`src/rtl/dvp_pkg.sv`:
```
// Shared FSM state type and RGB565 colour-bar constants for the DVP frame emulator.
// Latency: n/a (types, constants and one combinational lookup).
// Backpressure: none; the DVP stream is free-running.
package dvp_pkg;

    typedef enum logic [2:0] {
        ST_IDLE,
        ST_VSYNC,
        ST_VBP,
        ST_ACTIVE,
        ST_VFP
    } state_t;

    localparam logic [1:0] PAT_BARS  = 2'd0;
    localparam logic [1:0] PAT_RAMP  = 2'd1;
    localparam logic [1:0] PAT_SOLID = 2'd2;
    localparam logic [1:0] PAT_CHECK = 2'd3;

    // Colour bars, left to right, in RGB565
    localparam logic [15:0] BAR_WHITE   = 16'hFFFF;
    localparam logic [15:0] BAR_YELLOW  = 16'hFFE0;
    localparam logic [15:0] BAR_CYAN    = 16'h07FF;
    localparam logic [15:0] BAR_GREEN   = 16'h07E0;
    localparam logic [15:0] BAR_MAGENTA = 16'hF81F;
    localparam logic [15:0] BAR_RED     = 16'hF800;
    localparam logic [15:0] BAR_BLUE    = 16'h001F;
    localparam logic [15:0] BAR_BLACK   = 16'h0000;

    function automatic logic [15:0] bar_colour(input logic [2:0] idx);
        logic [15:0] c;
        case (idx)
            3'd0:    c = BAR_WHITE;
            3'd1:    c = BAR_YELLOW;
            3'd2:    c = BAR_CYAN;
            3'd3:    c = BAR_GREEN;
            3'd4:    c = BAR_MAGENTA;
            3'd5:    c = BAR_RED;
            3'd6:    c = BAR_BLUE;
            default: c = BAR_BLACK;
        endcase
        return c;
    endfunction

endpackage

```
`src/rtl/dvp_pattern_gen.sv`:
```
// Test-pattern pixel generator: maps (x, y, pattern, frame value) to one RGB565 pixel.
// Latency: purely combinational, zero cycles.
// Backpressure: none; caller samples the pixel whenever it needs it.
module dvp_pattern_gen #(
    parameter int H_ACT = 640
) (
    input  logic [15:0] x_i,
    input  logic [15:0] y_i,
    input  logic [1:0]  pattern_i,
    input  logic [15:0] frame_i,
    output logic [15:0] pixel_o
);
    import dvp_pkg::*;

    localparam logic [15:0] BAR_W = 16'(H_ACT / 8);

    logic [15:0] bar_idx;
    logic        unused_bits;

    assign bar_idx     = x_i / BAR_W;
    // Only bar index 0..7 and bit 3 of y are meaningful; the rest are tied off here.
    assign unused_bits = ^{bar_idx[15:3], y_i[15:4], y_i[2:0]};

    // Select the pixel for the current coordinate and pattern.
    always_comb begin
        pixel_o = 16'h0000;
        case (pattern_i)
            PAT_BARS:  pixel_o = bar_colour(bar_idx[2:0]);
            PAT_RAMP:  pixel_o = x_i;
            PAT_SOLID: pixel_o = frame_i;
            default:   pixel_o = (x_i[3] ^ y_i[3]) ? 16'hFFFF : 16'h0000;
        endcase
    end

endmodule

```
`src/rtl/dvp_frame_emu.sv`:
```
// DVP camera emulator: free-running vsync/href/byte timing with selectable RGB565 test patterns.
// Latency: all outputs registered; they reflect the FSM state entered on the same clock edge.
// Backpressure: none; a started frame always runs to completion unless reset.
module dvp_frame_emu #(
    parameter int H_ACT     = 640,
    parameter int V_ACT     = 480,
    parameter int H_BLANK   = 160,
    parameter int VS_LINES  = 4,
    parameter int VBP_LINES = 16,
    parameter int VFP_LINES = 8
) (
    input  logic        cmos_pclk,
    input  logic        I_rst_n,
    input  logic        I_en,
    input  logic [1:0]  I_pattern,
    output logic        O_vsync,
    output logic        O_href,
    output logic [7:0]  O_data,
    output logic [15:0] O_frame_cnt,
    output logic        O_busy
);
    import dvp_pkg::*;

    localparam int LINE  = 2 * H_ACT + H_BLANK;
    localparam int VA    = (V_ACT > VS_LINES) ? V_ACT : VS_LINES;
    localparam int VB    = (VBP_LINES > VFP_LINES) ? VBP_LINES : VFP_LINES;
    localparam int V_MAX = (VA > VB) ? VA : VB;
    localparam int HW    = (LINE > 1) ? $clog2(LINE) : 1;
    localparam int VW    = (V_MAX > 1) ? $clog2(V_MAX) : 1;

    localparam logic [HW-1:0] H_LAST    = HW'(LINE - 1);
    localparam logic [HW-1:0] H_ACT_END = HW'(2 * H_ACT);
    localparam logic [VW-1:0] VS_LAST   = VW'(VS_LINES - 1);
    localparam logic [VW-1:0] VBP_LAST  = VW'(VBP_LINES - 1);
    localparam logic [VW-1:0] ACT_LAST  = VW'(V_ACT - 1);
    localparam logic [VW-1:0] VFP_LAST  = VW'(VFP_LINES - 1);

    state_t        state_q, state_d;
    logic [HW-1:0] hcnt_q, hcnt_d;
    logic [VW-1:0] vcnt_q, vcnt_d;
    logic [VW-1:0] v_last;
    logic [15:0]   frame_q, frame_d;
    logic [1:0]    pat_q;
    logic [15:0]   solid_q;
    logic          line_end;
    logic          frame_start;

    logic          vsync_q, href_q, busy_q;
    logic [7:0]    data_q;
    logic          href_d;
    logic [7:0]    data_d;
    logic [15:0]   x_pix, y_pix, pixel;

    assign line_end    = (hcnt_q == H_LAST);
    assign frame_start = (state_d == ST_VSYNC) && (state_q != ST_VSYNC);

    // Next-state logic: H counter runs every cycle, V counter and state advance only at line end.
    always_comb begin
        state_d = state_q;
        hcnt_d  = hcnt_q;
        vcnt_d  = vcnt_q;
        frame_d = frame_q;
        v_last  = '0;
        case (state_q)
            ST_VSYNC:  v_last = VS_LAST;
            ST_VBP:    v_last = VBP_LAST;
            ST_ACTIVE: v_last = ACT_LAST;
            ST_VFP:    v_last = VFP_LAST;
            default:   v_last = '0;
        endcase
        if (state_q == ST_IDLE) begin
            if (I_en) begin
                state_d = ST_VSYNC;
                hcnt_d  = '0;
                vcnt_d  = '0;
            end
        end else if (line_end) begin
            hcnt_d = '0;
            if (vcnt_q == v_last) begin
                vcnt_d = '0;
                case (state_q)
                    ST_VSYNC:  state_d = ST_VBP;
                    ST_VBP:    state_d = ST_ACTIVE;
                    ST_ACTIVE: state_d = ST_VFP;
                    default: begin
                        // End of front porch: the frame is complete.
                        frame_d = frame_q + 16'd1;
                        state_d = I_en ? ST_VSYNC : ST_IDLE;
                    end
                endcase
            end else begin
                vcnt_d = vcnt_q + 1'b1;
            end
        end else begin
            hcnt_d = hcnt_q + 1'b1;
        end
    end

    // Pixel coordinate follows the next-state counters so data lines up with the registered href.
    assign x_pix = 16'(hcnt_d >> 1);
    assign y_pix = 16'(vcnt_d);

    dvp_pattern_gen #(
        .H_ACT(H_ACT)
    ) u_pattern_gen (
        .x_i      (x_pix),
        .y_i      (y_pix),
        .pattern_i(pat_q),
        .frame_i  (solid_q),
        .pixel_o  (pixel)
    );

    // High byte {R,G[5:3]} on even cycles, low byte {G[2:0],B} on odd cycles; zero outside href.
    assign href_d = (state_d == ST_ACTIVE) && (hcnt_d < H_ACT_END);
    assign data_d = !href_d ? 8'h00 : (hcnt_d[0] ? pixel[7:0] : pixel[15:8]);

    // FSM, counters, frame count and per-frame pattern/solid latches.
    always_ff @(posedge cmos_pclk or negedge I_rst_n) begin
        if (!I_rst_n) begin
            state_q <= ST_IDLE;
            hcnt_q  <= '0;
            vcnt_q  <= '0;
            frame_q <= '0;
            pat_q   <= '0;
            solid_q <= '0;
        end else begin
            state_q <= state_d;
            hcnt_q  <= hcnt_d;
            vcnt_q  <= vcnt_d;
            frame_q <= frame_d;
            if (frame_start) begin
                pat_q   <= I_pattern;
                solid_q <= frame_d;
            end
        end
    end

    // Output registers, all updated on the edge that enters the corresponding state.
    always_ff @(posedge cmos_pclk or negedge I_rst_n) begin
        if (!I_rst_n) begin
            vsync_q <= 1'b0;
            href_q  <= 1'b0;
            data_q  <= 8'h00;
            busy_q  <= 1'b0;
        end else begin
            vsync_q <= (state_d == ST_VSYNC);
            href_q  <= href_d;
            data_q  <= data_d;
            busy_q  <= (state_d != ST_IDLE);
        end
    end

    assign O_vsync     = vsync_q;
    assign O_href      = href_q;
    assign O_data      = data_q;
    assign O_frame_cnt = frame_q;
    assign O_busy      = busy_q;

endmodule

```
`config.mk`:
```
export PLATFORM = sky130hd
export DESIGN_NAME = dvp_frame_emu
export DESIGN_NICKNAME = d
export VERILOG_FILES = /design/src/rtl/dvp_pkg.sv /design/src/rtl/dvp_pattern_gen.sv /design/src/rtl/dvp_frame_emu.sv
export SDC_FILE = /design/constraint.sdc
export NUM_CORES = 1
export LEC_CHECK = 0
export ABC_AREA = 0
export CORE_MARGIN = 4
export CORE_UTILIZATION = 40
export CTS_CLUSTER_SIZE = 28
export DETAILED_ROUTE_END_ITERATION = 12
export HOLD_SLACK_MARGIN = 0.12
export PLACE_DENSITY = 0.71
export SLEW_MARGIN = 20
export SYNTH_ARGS = -nofsm -noshare
export SYNTH_HDL_FRONTEND = slang
export SYNTH_SLANG_ARGS = --single-unit
export TNS_END_PERCENT = 100
```
`constraint.sdc`:
```
create_clock -name cmos_pclk -period 3.3 [get_ports cmos_pclk]
set_clock_uncertainty 0.05 [all_clocks]
set_input_delay 0.495 -clock cmos_pclk [delete_from_list [all_inputs] [get_ports cmos_pclk]]
set_output_delay 0.495 -clock cmos_pclk [all_outputs]
set_load 0.005 [all_outputs]
```
**After elaboration in Yosys (flattened, before gate mapping)**

Index checks and enable logic that the tools add are counted.

- Reduce and logical (&&, ||, !) cells: 9
- Order comparisons: 1
- $add $sub $neg: 3
- Equal/unequal tests: 18
- Multiplexer cells: 23
- Bitwise gates (word level): 1
- Div/mod/pow operators: 1

Operators by type and width:

| operator | count |
|---|---|
| 16-bit one-hot mux with 7 select lines | 1 |
| 16-bit two-way mux | 5 |
| 16-bit one-hot mux with 3 select lines | 1 |
| 9-bit two-way mux | 4 |
| 9-bit one-hot mux with 4 select lines | 1 |
| 11-bit two-way mux | 3 |
| 16-bit by 1-bit adder with 16-bit output (second input constant) | 1 |
| 10-bit by 7-bit divider with 16-bit output (second input constant) | 1 |
| 8-bit two-way mux | 2 |
| 3-bit by 2-bit == test with 1-bit output (second input constant) | 5 |
| 3-bit == test (second input constant) | 4 |
| 3-bit two-way mux | 4 |
| 11-bit by 1-bit adder with 11-bit output (second input constant) | 1 |
| 11-bit == test (second input constant) | 1 |
| 11-bit < comparator (second input constant) | 1 |
| 9-bit by 1-bit adder with 9-bit output (second input constant) | 1 |
| 3-bit by 1-bit == test with 1-bit output (second input constant) | 3 |
| 9-bit == test | 1 |
| 3-bit one-hot mux with 3 select lines | 1 |
| 3-bit logical NOT | 2 |
| 3-bit by 1-bit inequality test with 1-bit output (second input constant) | 1 |
| 3-bit nonzero test | 1 |
| 3-bit OR reduction | 1 |
| 2-bit by 1-bit == test with 1-bit output (second input constant) | 1 |
| 8 further kinds | 9 |

- Output and inout bits: 27
- Input port bits: 5
- Logic and storage cells: 67
- Bits in registers: 68

**Logic depth before layout (Yosys ltp)**

Gate-level depths: netlist of the first run.

- Depth in word-level cells: 11
- Mapped depth: 12

**By module**

A second synthesis of the first run with hierarchy kept.

- Cells, all modules: 554
- Area total of the unflattened synthesis: 4972.3 um^2

By module, submodules not included:

| module | area an instance (um^2) | cells each | instances | seq. area each (um^2) |
|---|---|---|---|---|
| dvp_frame_emu | 3398.3 | 319 | 1 | 1701.6 |
| dvp_pattern_gen | 1574.0 | 235 | 1 | 0.0 |

**Least setup slack after synthesis of the first run**

OpenSTA, ideal clock, no wires.

- Kind: reg-to-reg
- Start point: reg hcnt_q[5]
- End point: reg solid_q[1]
- Setup slack: 0.582 ns
- Arrival time: 2.544 ns
- Period minus slack after synthesis: 2.718 ns
- Path buffers: 2
- Cell stages (with the launch flop): 9
- Library setup time: 0.125 ns
- Cell sequence: dfrtp_1 buf_6 or4b_1 or3_4 nor4b_2 and2_1 buf_4 mux2_2 mux2_2

RTL lines:

| item | line | RTL |
|---|---|---|
| from (decl) | dvp_frame_emu.sv:39 | `logic [HW-1:0] hcnt_q, hcnt_d;` |
| from (signal assigned) | dvp_frame_emu.sv:128 | `hcnt_q <= hcnt_d;` |
| 11-bit == test | dvp_frame_emu.sv:54 | `assign line_end = (hcnt_q == H_LAST);` |
| 16-bit two-way mux | dvp_frame_emu.sv:77 | `end else if (line_end) begin` |
| 16-bit two-way mux | dvp_frame_emu.sv:71 | `if (state_q == ST_IDLE) begin` |
| via frame_d[1] | dvp_frame_emu.sv:42 | `logic [15:0] frame_q, frame_d;` |
| to (signal assigned) | dvp_frame_emu.sv:133 | `solid_q <= frame_d;` |
| to (decl) | dvp_frame_emu.sv:44 | `logic [15:0] solid_q;` |

The timed path passes the listed nets, and every way through them passes these cells.
A chain may end at the register's enable or synchronous reset.

**Final worst setup path of the first run**

- Start point: reg state_q[0]
- End point: reg solid_q[15]

- Longest elaborated chain between the ends: 8

RTL lines:

| item | line | RTL |
|---|---|---|
| from (decl) | dvp_frame_emu.sv:38 | `state_t state_q, state_d;` |
| from (signal assigned) | dvp_frame_emu.sv:127 | `state_q <= state_d;` |
| 3-bit == test (tied with other cells) | dvp_frame_emu.sv:64 | `case (state_q)` |
| 9-bit one-hot mux with 4 select lines | dvp_frame_emu.sv:64 |  |
| 9-bit == test | dvp_frame_emu.sv:79 | `if (vcnt_q == v_last) begin` |
| 3-bit two-way mux | dvp_frame_emu.sv:79 |  |
| 3-bit two-way mux | dvp_frame_emu.sv:77 |  |
| 3-bit two-way mux | dvp_frame_emu.sv:71 |  |
| 3-bit by 1-bit == test with 1-bit output | dvp_frame_emu.sv:55 | `assign frame_start = (state_d == ST_VSYNC) && (state_q != ST_VSYNC);` |
| 1-bit logical AND | dvp_frame_emu.sv:55 |  |

Parallel ways exist; a longest one is shown, timed or not.

==> flow_summary.toml, run 1 <==
[power]
vdd_drop_max_mv = 0.243
p_leak_uw = 0.00181
power_density_mw_per_mm2 = 443

[setup_path]
critical_path_buf_inv_count = 2
timing.rr.end = "solid_q[15]$_DFFE_PN0P_"
r2r_slack_ps = 250
crit_path_start_kind = "flip-flop"
reg2reg_from = "state_q[0]$_DFF_PN0_"
reg2reg_depth = 9
cp_max_fo = 19
max_stage_delay_ps = 490
cp_slowest_cell = "or3_1"
worstSetupEndpointType = "flip-flop"
cp.required_ps = 3480
crit_top_cell = "buf_4"
worstSetupPathType = "flip-flop to flip-flop"
critical-path-top-delay-family = "simple AND/OR/NAND/NOR gates"
cp.arrival_ps = 3230
crit_chain = "or3_1, and4_1, nor2_1, nor4b_2, buf_4, and2_1, buf_4, o21ai_4, mux2_2"

[grt]
grt_max_degree = 32
grt_pass1_wl_mm = 14.0
grt_usage_pct = 15.8
grt_pass1_vias = 2861
grt_overflow = 0
antenna_found_initial = 0

[yosys]
syn_avg_cell_area_um2 = 10.4
synth-compound-area-share_pct = 17.3
synth.area.top_cells = "dfrtp_1, mux2_2, o21ai_0, nand2_1, nor2_1"
synth_most_common_cell = "dfrtp_1"
synthCells = 353
yosys.cell_types.count = 71
synth-adder-area-share_pct = 1.57
yosys.area_share.xor_xnor_pct = 4.55
yosys_warnings = 0
synth_top_area_share_pct = 46.5
synth_ff_type = "dfrtp_1"
syn_nets = 361
async_reset_ff_share_pct = 100
seq_area_frac_synth_pct = 46.5
synth.area.mux_share_pct = 6.40
synth_top_area_cell = "dfrtp_1"
synth-seq-cells = 68
synth_top_family_by_area = "simple AND/OR/NAND/NOR gates"
yosys.area_share.simple_pct = 20.1
ys_top_cells_by_count = "dfrtp_1, nand2_1, nor2_1"
syn_area_mm2 = 0.00366
synth_edf_count = 0

[timing]
fmax_mhz = 328
hold_viol = 0
drv_slew = 0
post-route-period-util_pct = 92.4
tns_ps = 0
setup_viol = 0
period_needed_ps = 3050
rsz0062_at_grt = "false"
relSlewSlack_pct = 60.8
worst_slew_pin_slew_ps = 585
timing.hold.ws_ps = 441

[hold_path]
hp-start = "O_frame_cnt[15]$_DFF_PN0_"
whs_path_depth = 1
worstHoldEndpoint = "O_frame_cnt[15]$_DFF_PN0_"
hold_path.class = "flip-flop to flip-flop"

[clocking]
clkTransAtPathRegs_ps = 80
cts_root_buf = "clkbuf_8"
clock_latency_ps = 340
numClockSinks = 68
numCtsBuffers = 9
htreeDepth = 3
cts_tree = "built"
clk_path_buf_depth = 2

[route]
drt-initial-drc-count = 175
via_count = 2887
drtPass1Iterations = 4
detail-route-antenna-nets = 0
remaining_drc_errors = 0
drt_wl_total_mm = 8.16
viasPerCell = 5.65
post_drt_wl_per_cell_um = 16.0

[die]
num_io_pins = 32
num_rows = 34
die_x_um = 104
die_height_um = 104
core_mm2 = 0.00881
start_util_pct = 41.5
dieArea_mm2 = 0.0107

[placed_design]
place.gp.congestion = 0.864
hpwlAfterDp_mm = 5.98
portBuffers = 31

[finish]
fin_nets = 406
drive_gt1_share_pct = 17.4
antenna_cells = 0
syn2layout_area_growth_pct = 18.1

[outcome]
outcome = "completed"

[flow_run]
max_cap_violations = 0
## repair_timing
item | in CTS | in global routing
gates resized for setup | 0 | 1
hold buffers | 1 | 0
hold endpoints to repair | 16 | 0
setup buffers | 0 | 3
setup endpoints to repair | 0 | 8
## cells by family (layout without fill, tap and decap cells)
kind of cell | after synthesis | in the layout
AOI/OAI and AO/OA | 86 | 86
xor gates and xnor gates | 19 | 19
and+or+nand+nor | 132 | 132
adders and majority gates | 5 | 5
muxes | 21 | 21
DFF | 68 | 68
buffers and inverters | 22 | 72
## flip-flops by register name (all words and copies together), names as in the netlist
name         flops
O_frame_cnt     16
O_data           8
hcnt_q          11
O_href           1
solid_q         16
vcnt_q           9
state_q          3
O_vsync          1
O_busy           1
pat_q            2
## per-stage QoR
stage	std cells	worst slack (ps)	total power [uW]	utilization [%]	cell area [um^2]
after CTS	508	73.1	1930	48.7	4290
after floorplan	353	582	1190	-	3660
after global placement	491	194	1290	46.6	4110
final	511	250	1910	49.1	4320
after detailed placement	491	94.5	1300	46.6	4110
after global routing	511	60.5	2010	49.1	4320
## how the worst max path moves through the flow
stage	startpoint	end	cells after the start
2_1_floorplan	hcnt_q[5]$_DFF_PN0_	solid_q[1]$_DFFE_PN0P_	8
3_3_place_gp	I_en	O_data[1]$_DFF_PN0_	10
3_5_place_dp	hcnt_q[1]$_DFF_PN0_	O_data[3]$_DFF_PN0_	9
4_1_cts	hcnt_q[1]$_DFF_PN0_	O_data[0]$_DFF_PN0_	10
5_1_grt	state_q[0]$_DFF_PN0_	solid_q[15]$_DFFE_PN0P_	9
6_report	state_q[0]$_DFF_PN0_	solid_q[15]$_DFFE_PN0P_	9
## cell type report
cell class              count  area (um^2)
clock buffers               9          124
flip-flops and latches     68         1700
inverters                   6         25.0
well taps                 108          135
multi-input cells         263         1830
clock inverters             7         50.0
repair buffers             50          450
fillers                   823         4490
## routing by layer
| layer | wire length (um) | GRT usage [%] | part of all wire, % |
|---|---|---|---|
| met1 | 3840 | 21.2 | 47 |
| met2 | 3960 | 25.4 | 49 |
| met3 | 281 | 3.86 | 3.4 |
| met4 | 75 | 4.56 | 0.92 |
| met5 | 0 | 0 | 0 |
## layout by cell type, fill, tap and decap left out, drive strengths merged, types with 4 or more instances in the layout
master and instances:
a21oi 13, a221oi 8, and3 8, and4 5, buf 19, clkbuf 9, clkdlybuf4s50 30, dfrtp 68
inv 8, mux2 19, nand2 31, nand3 21, nand4 5, nor2 30, nor3 4, nor4 5
o21a 5, o21ai 31, o31ai 5, or3 5, xnor2 12, xor2 7
## where the power goes
| part | total (uW) | internal (uW) | switching, uW |
|---|---|---|---|
| Clock | 621 | 275 | 347 |
| Combinational | 325 | 127 | 198 |
| Sequential | 966 | 883 | 82.9 |
| Total | 1910 | 1290 | 628 |
Power figures use the tool's default switching activity.
==> run 2: changes to the inputs <==
--- a/config.mk
+++ b/config.mk
@@ -12,6 +12,7 @@
 export DETAILED_ROUTE_END_ITERATION = 12
 export HOLD_SLACK_MARGIN = 0.12
 export PLACE_DENSITY = 0.71
+export RECOVER_POWER = 50
 export SLEW_MARGIN = 20
 export SYNTH_ARGS = -nofsm -noshare
 export SYNTH_HDL_FRONTEND = slang
==> flow_summary.toml, run 2 (synthesized netlist as in run 1, its figures left out) <==
[timing]
period_needed_ps = 3060
worst_slack_ps = 244
relSlewSlack_pct = 24.1
fmax_mhz = 327
hold_viol = 0
post-route-period-util_pct = 92.6
drv_slew = 0
worst_slew_pin_slew_ps = 1140
setup_viol = 0
rsz0062_at_grt = "false"
tns_ps = 0

[finish]
layout_commonest_cell = "dfrtp_1"
layout_common_cells = "dfrtp_1, nand2_1, nor2_1, o21ai_0"
antenna_cells = 0
instances_no_fill = 511
syn2layout_area_growth_pct = 17.7
drive_gt1_share_pct = 16.6
fin_nets = 406

[route]
drtPass1Iterations = 4
viasPerCell = 5.67
drt_wl_total_mm = 8.16
drt-initial-drc-count = 153
post_drt_wl_per_cell_um = 16.0
detail-route-antenna-nets = 0
remaining_drc_errors = 0
via_count = 2899

[die]
num_rows = 34
dieArea_mm2 = 0.0107
core_mm2 = 0.00881
die_x_um = 104
start_util_pct = 41.5
die_height_um = 104
num_io_pins = 32

[grt]
grt_pass1_vias = 2861
grt_overflow = 0
grt_pass1_wl_mm = 14.0
grt_usage_pct = 15.8
grt_max_degree = 32
antenna_found_initial = 0

[clocking]
cts_root_buf = "clkbuf_8"
clock_latency_ps = 340
clk_path_buf_depth = 2
numCtsBuffers = 9
numClockSinks = 68
cts_tree = "built"
clkTransAtPathRegs_ps = 80
htreeDepth = 3

[power]
p_leak_uw = 0.00183
pwr-share-comb_pct = 17.0
vdd_drop_max_mv = 0.238
power_density_mw_per_mm2 = 443
finalPower_uw = 1910
p_int_uw = 1280
switching_share_pct = 32.7
p_sw_uw = 623
seq_power_share_pct = 50.7
p_clk_share_pct = 32.3

[placed_design]
place.gp.congestion = 0.864
hpwlAfterDp_mm = 5.98
portBuffers = 31
dp_cells = 491
pre_cts_ws_ps = 94.5

[setup_path]
cp.required_ps = 3470
crit_path_start_kind = "flip-flop"
cp.arrival_ps = 3230
worstSetupEndpointType = "flip-flop"
worstSetupPathType = "flip-flop to flip-flop"
cp_max_fo = 19

[flow_run]
max_cap_violations = 0

[outcome]
outcome = "completed"

[hold_path]
hold_path.class = "flip-flop to flip-flop"
## run 2: power groups by stage
| stage | combinational, uW | clock, uW | sequential (uW) |
|---|---|---|---|
| detailed placement | 320 | 0 | 980 |
| CTS | 323 | 639 | 964 |
| floorplan | 236 | 0 | 952 |
| finish | 325 | 616 | 966 |
| global route | 361 | 669 | 979 |
| global placement | 315 | 0 | 980 |
## run 2: what timing repair did
action,in CTS,in global routing
gates resized for setup,0,1
setup endpoints to repair,0,8
hold buffers,1,0
hold endpoints to repair,16,0
buffers inserted,0,3
## run 2: area by class of cell
type	count	area, um^2
flip-flops and latches	68	1700
well taps	108	135
clock buffers	9	124
fillers	827	4500
clock inverters	7	50.0
inverters	6	25.0
multi-input cells	263	1830
repair buffers	50	443
## run 2: final timing paths
path	depth (start not counted)	from	slack [ps]	end
max	9	state_q[0]$_DFF_PN0_	240	solid_q[15]$_DFFE_PN0P_
min	1	O_frame_cnt[15]$_DFF_PN0_	440	O_frame_cnt[15]$_DFF_PN0_
max reg2reg	9	state_q[0]$_DFF_PN0_	240	solid_q[15]$_DFFE_PN0P_
min reg2reg	1	O_frame_cnt[15]$_DFF_PN0_	440	O_frame_cnt[15]$_DFF_PN0_
max in group asynchronous	3	I_rst_n	830	O_data[6]$_DFF_PN0_
min in group asynchronous	2	I_rst_n	800	O_busy$_DFF_PN0_
## run 2: critical path: stages, from the launching register on
cell,delay [ps]
dfrtp_1,470
or3_1,500
and4_1,240
nor2_1,180
nor4b_2,80
buf_4,180
and2_1,200
buf_4,160
o21ai_4,470
mux2_2,400
## run 2: routing by layer
metal / track usage (%) / vias up / wire length, um
li1: - / 1400 / -
met1: 21.2 / 1417 / 3850
met2: 25.4 / 74 / 3970
met3: 3.86 / 8 / 247
met4: 4.56 / 0 / 90
met5: 0 / - / 0
## run 2: stage by stage
step / instance area, um^2 / hold WS, ps / utilization (%)
floorplan: 3660 / 149 / -
global placement: 4110 / 404 / 46.6
detailed placement: 4110 / 413 / 46.6
CTS: 4290 / 453 / 48.7
global route: 4310 / 477 / 48.9
finish: 4310 / 436 / 48.9
==> run 3: changes to the inputs <==
--- a/config.mk
+++ b/config.mk
@@ -6,13 +6,14 @@
 export NUM_CORES = 1
 export LEC_CHECK = 0
 export ABC_AREA = 0
-export CORE_MARGIN = 4
+export CORE_MARGIN = 1.5
 export CORE_UTILIZATION = 40
 export CTS_CLUSTER_SIZE = 28
 export DETAILED_ROUTE_END_ITERATION = 12
 export HOLD_SLACK_MARGIN = 0.12
 export PLACE_DENSITY = 0.71
 export RECOVER_POWER = 50
+export SETUP_SLACK_MARGIN = 0.15
 export SLEW_MARGIN = 20
 export SYNTH_ARGS = -nofsm -noshare
 export SYNTH_HDL_FRONTEND = slang
==> flow_summary.toml, run 3 (synthesized netlist as in run 1, its figures left out) <==
[outcome]
outcome = "completed"

[die]
die_x_um = 98.6
dieArea_mm2 = 0.00973
die_height_um = 98.6
start_util_pct = 41.5
num_rows = 34
core_mm2 = 0.00881
num_io_pins = 32

[timing]
post-route-period-util_pct = 90.0
worst_slack_ps = 331
tns_ps = 0
period_needed_ps = 2970
rsz0062_at_grt = "true"
worst_slew_pin_slew_ps = 1150
drv_slew = 0
setup_viol = 0
timing.hold.ws_ps = 459
hold_viol = 0
fmax_mhz = 337
relSlewSlack_pct = 23.4

[route]
detail-route-antenna-nets = 0
drt_wl_total_mm = 8.22
via_count = 2956
viasPerCell = 5.72
drt-initial-drc-count = 277
post_drt_wl_per_cell_um = 15.9
drtPass1Iterations = 4
remaining_drc_errors = 0

[clocking]
cts_tree = "built"
cts_root_buf = "clkbuf_8"
clock_latency_ps = 360
clk_path_buf_depth = 2
clkTransAtPathRegs_ps = 80
numCtsBuffers = 9
numClockSinks = 68
htreeDepth = 3

[power]
p_leak_uw = 0.00187
finalPower_uw = 1930
vdd_drop_max_mv = 0.237
power_density_mw_per_mm2 = 441

[setup_path]
cp.arrival_ps = 3160
crit_top_cell = "buf_4"
crit_path_start_kind = "flip-flop"
cp_slowest_cell = "or4_1"
cp.required_ps = 3490
cp_max_fo = 9
reg2reg_from = "state_q[2]$_DFF_PN0_"
worstSetupEndpointType = "flip-flop"
worstSetupPathType = "flip-flop to flip-flop"
max_stage_delay_ps = 520
crit_chain = "buf_4, nor3_4, buf_4, or4_1, o211a_1, inv_2, o21a_4, or4b_4, o221ai_2, a21oi_2, a221oi_1"
reg2reg_depth = 11
r2r_slack_ps = 330
timing.rr.end = "O_data[7]$_DFF_PN0_"

[finish]
layout_common_cells = "dfrtp_1, nand2_1, nor2_1, o21ai_0, buf_4"
drive_gt1_share_pct = 18.3
layout_commonest_cell = "dfrtp_1"
antenna_cells = 0
fin_nets = 412
syn2layout_area_growth_pct = 19.7
instances_no_fill = 517

[hold_path]
hold_path.class = "flip-flop to flip-flop"
hp-start = "solid_q[4]$_DFFE_PN0P_"
worstHoldEndpoint = "solid_q[4]$_DFFE_PN0P_"
whs_path_depth = 1

[placed_design]
dp_cells = 491
hpwlAfterDp_mm = 5.90
pre_cts_ws_ps = 65.2
portBuffers = 31
place.gp.congestion = 0.883

[grt]
grt_max_degree = 32
antenna_found_initial = 0
grt_pass1_vias = 2836
grt_pass1_wl_mm = 14.0
grt_usage_pct = 18.1
grt_overflow = 0

[flow_run]
max_cap_violations = 0
run 3: critical path, delay by kind of cell, from the launching register on:
kind                   cells  cell delay [ps]
and+or+nand+nor            3             1050
AOI/OAI and AO/OA          5              840
buffers and inverters      3              490
DFF                        1              420
run 3: routing by layer:
metal	GRT usage, %	routed length (um)	part of all wire (%)
met4	7.25	155	1.9
met1	24.4	3790	46
met3	3.55	351	4.3
met5	0	0	0
met2	29.0	3930	48
run 3: how the worst max path moves through the flow:
stage / from / endpoint / slack [ps] / cells past startpoint
final: state_q[2]$_DFF_PN0_ / O_data[7]$_DFF_PN0_ / 330 / 11
after global routing: hcnt_q[1]$_DFF_PN0_ / O_data[3]$_DFF_PN0_ / 70 / 9
after CTS: state_q[0]$_DFF_PN0_ / solid_q[0]$_DFFE_PN0P_ / 250 / 9
after detailed placement: hcnt_q[1]$_DFF_PN0_ / O_data[3]$_DFF_PN0_ / 70 / 9
after global placement: I_en / O_data[6]$_DFF_PN0_ / 100 / 10
after floorplan: hcnt_q[5]$_DFF_PN0_ / solid_q[1]$_DFFE_PN0P_ / 580 / 8
run 3: final cells by class:
| type | count | area, um^2 |
|---|---|---|
| Fill cell | 792 | 4430 |
| Multi-Input combinational cell | 263 | 1840 |
| Sequential cell | 68 | 1700 |
| Timing Repair Buffer | 56 | 497 |
| Tap cell | 108 | 135 |
| Clock buffer | 9 | 124 |
| Clock inverter | 7 | 52.6 |
| Inverter | 6 | 25.0 |
run 3: power by group:
| part | switching (uW) | internal, uW |
|---|---|---|
| sequential | 80.3 | 883 |
| clock | 347 | 276 |
| combinational | 209 | 133 |
run 3: what timing repair did:
action	CTS	global route
setup endpoints to repair	8	26
pin swaps	0	3
hold endpoints to repair	16	0
gates resized for setup	1	3
buffers inserted	0	9
hold buffers	1	0
run 3: through the flow:
step,util (%),area (um^2)
after floorplan,-,3660
after global placement,46.6,4110
after detailed placement,46.6,4110
after CTS,48.8,4300
after global routing,49.7,4380
final,49.7,4380
